<file path="config.mk">
export PLATFORM = sky130hd
export DESIGN_NAME = operand_fetch
export DESIGN_NICKNAME = d
export VERILOG_FILES = /design/src/rtl/rv32i_pkg.sv /design/src/rtl/regfile.sv /design/src/rtl/operand_fetch.sv
export SDC_FILE = /design/constraint.sdc
export NUM_CORES = 2
export LEC_CHECK = 0
export BUFFER_PORTS_ARGS = -buffer_cell sky130_fd_sc_hd__buf_2
export CORE_AREA = 10 10 454 456
export CTS_BUF_LIST = sky130_fd_sc_hd__clkbuf_16
export DETAILED_ROUTE_END_ITERATION = 10
export DIE_AREA = 0 0 464 466
export GPL_ROUTABILITY_DRIVEN = 0
export GPL_TIMING_DRIVEN = 0
export HOLD_SLACK_MARGIN = 0.06
export MAX_ROUTING_LAYER = met4
export PLACE_DENSITY = 0.43
export SKIP_LAST_GASP = 1
export SYNTH_ARGS = -nofsm -noshare
export SYNTH_HDL_FRONTEND = slang
export SYNTH_HIERARCHICAL = 1
export SYNTH_SLANG_ARGS = --single-unit
</file>
<file path="constraint.sdc">
create_clock -name clk -period 3.49 [get_ports clk]
set_clock_uncertainty 0.15 [all_clocks]
set_input_delay 0.698 -clock clk [delete_from_list [all_inputs] [get_ports clk]]
set_output_delay 0.698 -clock clk [all_outputs]
set_load 0.02 [all_outputs]
</file>
<file path="src/rtl/rv32i_pkg.sv">
// rtl/rv32i_pkg.sv - RV32I ALU-subset encodings, alu_op codes and decode helper.
package rv32i_pkg;

  localparam logic [6:0] OP_REG = 7'b0110011;
  localparam logic [6:0] OP_IMM = 7'b0010011;

  localparam logic [2:0] F3_ADD = 3'b000;
  localparam logic [2:0] F3_XOR = 3'b100;
  localparam logic [2:0] F3_OR  = 3'b110;
  localparam logic [2:0] F3_AND = 3'b111;

  localparam logic [6:0] F7_BASE = 7'b0000000;
  localparam logic [6:0] F7_SUB  = 7'b0100000;

  localparam logic [3:0] ALU_ADD = 4'b0000;
  localparam logic [3:0] ALU_SUB = 4'b0001;
  localparam logic [3:0] ALU_AND = 4'b0010;
  localparam logic [3:0] ALU_OR  = 4'b0011;
  localparam logic [3:0] ALU_XOR = 4'b0100;

  typedef struct packed {
    logic       legal;
    logic       is_r;
    logic [3:0] alu_op;
  } dec_t;

  // Illegal encodings come back with alu_op = ALU_ADD so downstream sees a benign op.
  function automatic dec_t decode(input logic [6:0] opcode, input logic [2:0] funct3,
                                  input logic [6:0] funct7);
    dec_t d;
    logic [3:0] f3_op;
    logic       f3_ok;
    d      = '0;
    f3_ok  = 1'b1;
    f3_op  = ALU_ADD;
    case (funct3)
      F3_ADD:  f3_op = ALU_ADD;
      F3_AND:  f3_op = ALU_AND;
      F3_OR:   f3_op = ALU_OR;
      F3_XOR:  f3_op = ALU_XOR;
      default: f3_ok = 1'b0;
    endcase
    if (opcode == OP_REG) begin
      if (funct7 == F7_BASE && f3_ok) begin
        d.legal  = 1'b1;
        d.is_r   = 1'b1;
        d.alu_op = f3_op;
      end else if (funct7 == F7_SUB && funct3 == F3_ADD) begin
        d.legal  = 1'b1;
        d.is_r   = 1'b1;
        d.alu_op = ALU_SUB;
      end
    end else if (opcode == OP_IMM && f3_ok) begin
      d.legal  = 1'b1;
      d.alu_op = f3_op;
    end
    return d;
  endfunction

endpackage

</file>
<file path="src/rtl/regfile.sv">
// rtl/regfile.sv - 2-read/1-write register file, x0 hardwired to zero, write-to-read bypass.
module regfile #(
  parameter int XLEN = 32,
  parameter int NREG = 32
) (
  input  logic            clk,
  input  logic            rst,
  input  logic [4:0]      ra1,
  input  logic [4:0]      ra2,
  output logic [XLEN-1:0] rd1,
  output logic [XLEN-1:0] rd2,
  input  logic            we,
  input  logic [4:0]      wa,
  input  logic [XLEN-1:0] wd
);

  logic [XLEN-1:0] regs [NREG];

  always_ff @(posedge clk) begin
    if (rst) begin
      for (int i = 0; i < NREG; i++) regs[i] <= '0;
    end else if (we && wa != 5'd0) begin
      regs[wa] <= wd;
    end
  end

  always_comb begin
    rd1 = regs[ra1];
    rd2 = regs[ra2];
    if (we && wa == ra1) rd1 = wd;
    if (we && wa == ra2) rd2 = wd;
    if (ra1 == 5'd0) rd1 = '0;
    if (ra2 == 5'd0) rd2 = '0;
  end

endmodule

</file>
<file path="src/rtl/operand_fetch.sv">
// rtl/operand_fetch.sv - decode/operand-fetch stage with busy-bit scoreboard and 1-entry output register.
module operand_fetch
  import rv32i_pkg::*;
#(
  parameter int XLEN = 32,
  parameter int NREG = 32
) (
  input  logic            clk,
  input  logic            rst,
  input  logic            in_valid,
  output logic            in_ready,
  input  logic [31:0]     in_instr,
  output logic            ex_valid,
  input  logic            ex_ready,
  output logic [XLEN-1:0] ex_rs1_val,
  output logic [XLEN-1:0] ex_op2,
  output logic [3:0]      ex_alu_op,
  output logic [4:0]      ex_rd,
  output logic            ex_rd_we,
  output logic            ex_illegal,
  input  logic            wb_we,
  input  logic [4:0]      wb_rd,
  input  logic [XLEN-1:0] wb_data,
  input  logic            flush
);

  logic [4:0]      rs1, rs2, rd;
  dec_t            dec;
  logic            rd_we_d;
  logic [XLEN-1:0] rs1_val, rs2_val, imm, op2_d;
  logic [NREG-1:0] busy, busy_next, clr_mask, live;
  logic            wb_clr, hazard, accept;

  assign rs1     = in_instr[19:15];
  assign rs2     = in_instr[24:20];
  assign rd      = in_instr[11:7];
  assign dec     = decode(in_instr[6:0], in_instr[14:12], in_instr[31:25]);
  assign rd_we_d = dec.legal && rd != 5'd0;
  assign imm     = {{(XLEN-12){in_instr[31]}}, in_instr[31:20]};
  assign op2_d   = !dec.legal ? '0 : (dec.is_r ? rs2_val : imm);

  regfile #(.XLEN(XLEN), .NREG(NREG)) u_regfile (
    .clk (clk),
    .rst (rst),
    .ra1 (rs1),
    .ra2 (rs2),
    .rd1 (rs1_val),
    .rd2 (rs2_val),
    .we  (wb_we),
    .wa  (wb_rd),
    .wd  (wb_data)
  );

  // A register being written back this cycle is no longer a hazard.
  assign wb_clr   = wb_we && wb_rd != 5'd0;
  assign clr_mask = wb_clr ? (NREG'(1) << wb_rd) : '0;
  assign live     = busy & ~clr_mask;
  assign hazard   = dec.legal && (live[rs1] || (dec.is_r && live[rs2]) || (rd_we_d && live[rd]));
  assign in_ready = (!ex_valid || ex_ready) && !hazard && !flush;
  assign accept   = in_valid && in_ready;

  always_comb begin
    busy_next = live;
    if (flush && ex_valid && ex_rd_we) busy_next[ex_rd] = 1'b0;
    if (accept && rd_we_d) busy_next[rd] = 1'b1;
  end

  always_ff @(posedge clk) begin
    if (rst) busy <= '0;
    else     busy <= busy_next;
  end

  always_ff @(posedge clk) begin
    if (rst) begin
      ex_valid   <= 1'b0;
      ex_rs1_val <= '0;
      ex_op2     <= '0;
      ex_alu_op  <= ALU_ADD;
      ex_rd      <= '0;
      ex_rd_we   <= 1'b0;
      ex_illegal <= 1'b0;
    end else if (flush) begin
      ex_valid <= 1'b0;
    end else if (accept) begin
      ex_valid   <= 1'b1;
      ex_rs1_val <= rs1_val;
      ex_op2     <= op2_d;
      ex_alu_op  <= dec.alu_op;
      ex_rd      <= rd;
      ex_rd_we   <= rd_we_d;
      ex_illegal <= !dec.legal;
    end else if (ex_ready) begin
      ex_valid <= 1'b0;
    end
  end

endmodule

</file>
==> results.json <==
{
  "antenna_found_initial": 25,
  "synthesis.area_sq_um": 60830,
  "clockBufferDepth": 3,
  "hpwl_um": 220400,
  "violations": "capacitance limit, slew limit, setup timing",
  "drv_cap": 1,
  "worst_pin_slew_ns": 1.691,
  "drt_iter0_markers": 6462,
  "dr.pass1.iters": 6,
  "root_buffer": "clkbuf_16",
  "cp_cell_sequence": "buf_4, nand4bb_2, o21a_1, or4_1, nand4b_1, o32ai_4, nor4b_4, buf_4",
  "synth_top_area_cell": "edfxtp_1",
  "ant_nets": 0,
  "clk_latency_ns": 0.79,
  "final_max_slew_viol_count": 12,
  "rrSetupSlack_ns": 0.18,
  "fmax_mhz": 259.3,
  "leakagePower_nw": 24.71,
  "reg2reg_from": "busy[6]",
  "drt_wl_total_um": 307000,
  "timing.final.crit_share_pct": 110.5,
  "worstHoldPathCells": 3,
  "fin_nets": 4969,
  "crit_type": "input pin to output pin",
  "synth_cells": 4524,
  "synth_top_area_share_pct": 50.55,
  "min_from": "in_instr[31]",
  "htreeDepth": 4,
  "ys_seq_area_share_pct": 54.07,
  "critical_path.max_fanout": 9,
  "synth.ff_latch_count": 1131,
  "cpMaxStageDelayCell": "or4_1",
  "utilization_pct": 36.03,
  "vias_per_cell": 5.968,
  "die_area_sq_um": 216200,
  "coreArea_sq_um": 196600,
  "arrival_ns": 3.01,
  "finalHoldViolations": 0,
  "synthToLayoutAreaGrowth_pct": 16.46,
  "grt-busiest-layer": "met2",
  "synth.distinct_cells": 75,
  "max_stage_delay_ns": 0.44,
  "synthTopCellsByCount": "edfxtp_1 (1024), and2_1 (996), mux4_2 (390)",
  "setup_tns_ns": -9.353,
  "cpMostUsedCell": "buf_4",
  "ys.flop_type": "edfxtp_1",
  "initial_utilization_pct": 30.94,
  "via_count": 45740,
  "setup_slack_ns": -0.3660,
  "hold_class": "input pin to register",
  "irDropWorstVdd_mv": 0.5137,
  "grtUsageMet3_pct": 8.601,
  "setup_violations": 133,
  "gr-usage-met2_pct": 40.50,
  "clkSlewWorstSetupHoldPaths_ns": 0.05,
  "drc_errors": 0,
  "pre_cts_slack_ns": -2.234,
  "grt_max_degree": 33,
  "synth_edf_count": 1024,
  "rsz0062_at_grt": "true",
  "grt_pass1_vias": 43950,
  "fp.dieH_um": 466,
  "slew_headroom_pct": -12.77,
  "cp.required_ns": 2.64,
  "synth_most_common_cell": "edfxtp_1",
  "grt_usage_pct": 28.21,
  "dpl.cell_count": 7362,
  "grt_use_met1_pct": 36.15,
  "cts_tree": "done",
  "start_kind": "input pin",
  "endpoint_kind": "output pin",
  "synthArstFlopShare_pct": 0,
  "min_to": "ex_op2[26]",
  "cts.sinks": 1131,
  "die_width_um": 464,
  "grt_overflow_total": 0,
  "wire_per_inst_um": 40.05,
  "grt_pass1_wl_um": 404600,
  "netlist_top_cells_area": "edfxtp_1 (51%), mux4_2 (14%), and2_1 (10%), mux2i_1 (4.9%), dfxtp_1 (3.5%)",
  "portBuffers": 143,
  "finalNonFillerCells": 7665,
  "pin_count": 152,
  "r2r_cells": 10,
  "rows": 163,
  "avgSynthCellArea_sq_um": 13.45,
  "yosys_warnings": 6,
  "layout_min_cycle_time_ns": 3.856,
  "cts_buffers": 139,
  "p_per_area_nw_per_um2": 490.2,
  "layout-drive-gt1-share_pct": 23.01,
  "r2r_end": "busy[5]",
  "status": "complete, but fails checks"
}
## per-stage QoR
| step | hold WS [ns] | power (W) | instance area, sq um |
|---|---|---|---|
| 3_3_place_gp | 0.3161 | 0.02088 | 65030 |
| 4_1_cts | 0.1193 | 0.03466 | 70320 |
| 5_1_grt | 0.1746 | 0.03549 | 70810 |
| 2_1_floorplan | 0.3089 | 0.01840 | 61010 |
| 3_5_place_dp | 0.3195 | 0.02095 | 65390 |
| 6_report | 0.1763 | 0.03472 | 70840 |
## per-layer routing
layer	vias up	share of wire [%]
met2	2711	43
met4	0	6.0
met5	-	0
li1	18240	-
met3	607	11
met1	24180	41
## flip-flops by register name (all words and copies together), names as in the netlist
register,cells
ex_op2,32
ex_illegal,1
ex_alu_op,3
ex_rd_we,1
u_regfile/regs,1024
ex_rs1_val,32
ex_rd,5
busy,32
ex_valid,1
## cells in the final DEF, fill, tap and decap left out, drive strengths merged, types with 54 or more instances in the layout
| cell | count |
|---|---|
| a21oi | 152 |
| a22o | 56 |
| a22oi | 147 |
| and2 | 998 |
| buf | 322 |
| clkbuf | 501 |
| clkinv | 59 |
| dfxtp | 107 |
| edfxtp | 1024 |
| inv | 57 |
| mux2i | 299 |
| mux4 | 390 |
| nand2 | 75 |
| nand3 | 59 |
| nor2 | 91 |
| o21ai | 113 |
| o22ai | 54 |
## what timing repair did
action	CTS	global route
endpoints found under the setup margin	106	139
pin swaps	9	12
setup buffers	24	11
hold buffers	3	0
gates resized for setup	201	145
hold endpoints to repair	2	0
## worst max-delay path by stage
| stage | end | start | slack (ns) | cells after the start |
|---|---|---|---|---|
| CTS | in_ready | busy[20] | -0.46 | 8 |
| floorplan | in_ready | wb_rd[0] | -0.14 | 11 |
| global placement | ex_rs1_val[24] | in_instr[18] | -3.14 | 11 |
| detailed placement | ex_rs1_val[25] | in_instr[18] | -2.23 | 11 |
| finish | in_ready | wb_rd[2] | -0.37 | 8 |
| global route | in_ready | in_instr[25] | -0.43 | 8 |
## area by class of cell
class	instances	area (sq um)
well taps	2640	3303
clock inverters	104	531.8
fillers	19190	125800
inverters	15	58.81
clock buffers	145	3628
multi-input cells	2917	26530
repair buffers	205	1388
flip-flops and latches	1131	32900
plain buffers	485	2449
diodes	23	57.56
## critical path, delay by kind of cell
| kind | cells | cell delay [ns] |
|---|---|---|
| and+or+nand+nor | 4 | 1.40 |
| AOI/OAI and AO/OA | 2 | 0.50 |
| buffers and inverters | 2 | 0.41 |
## power breakdown
group,internal (W),total [W],switching [W]
combinational,0.00165,0.00515,0.00351
clock,0.00762,0.0137,0.00609
sequential,0.0155,0.0159,0.000372
total,0.0247,0.0347,0.00997
## logic make-up after synthesis
logic type | after synthesis | share of synthesized area [%]
other cells | 2 | 0.01235
mux | 696 | 19.49
compound gates | 795 | 9.180
buf+inv | 507 | 3.534
flops | 1131 | 54.07
simple gates | 1379 | 13.51
xor+xnor | 14 | 0.2016
(Power assumes the default switching activity.)
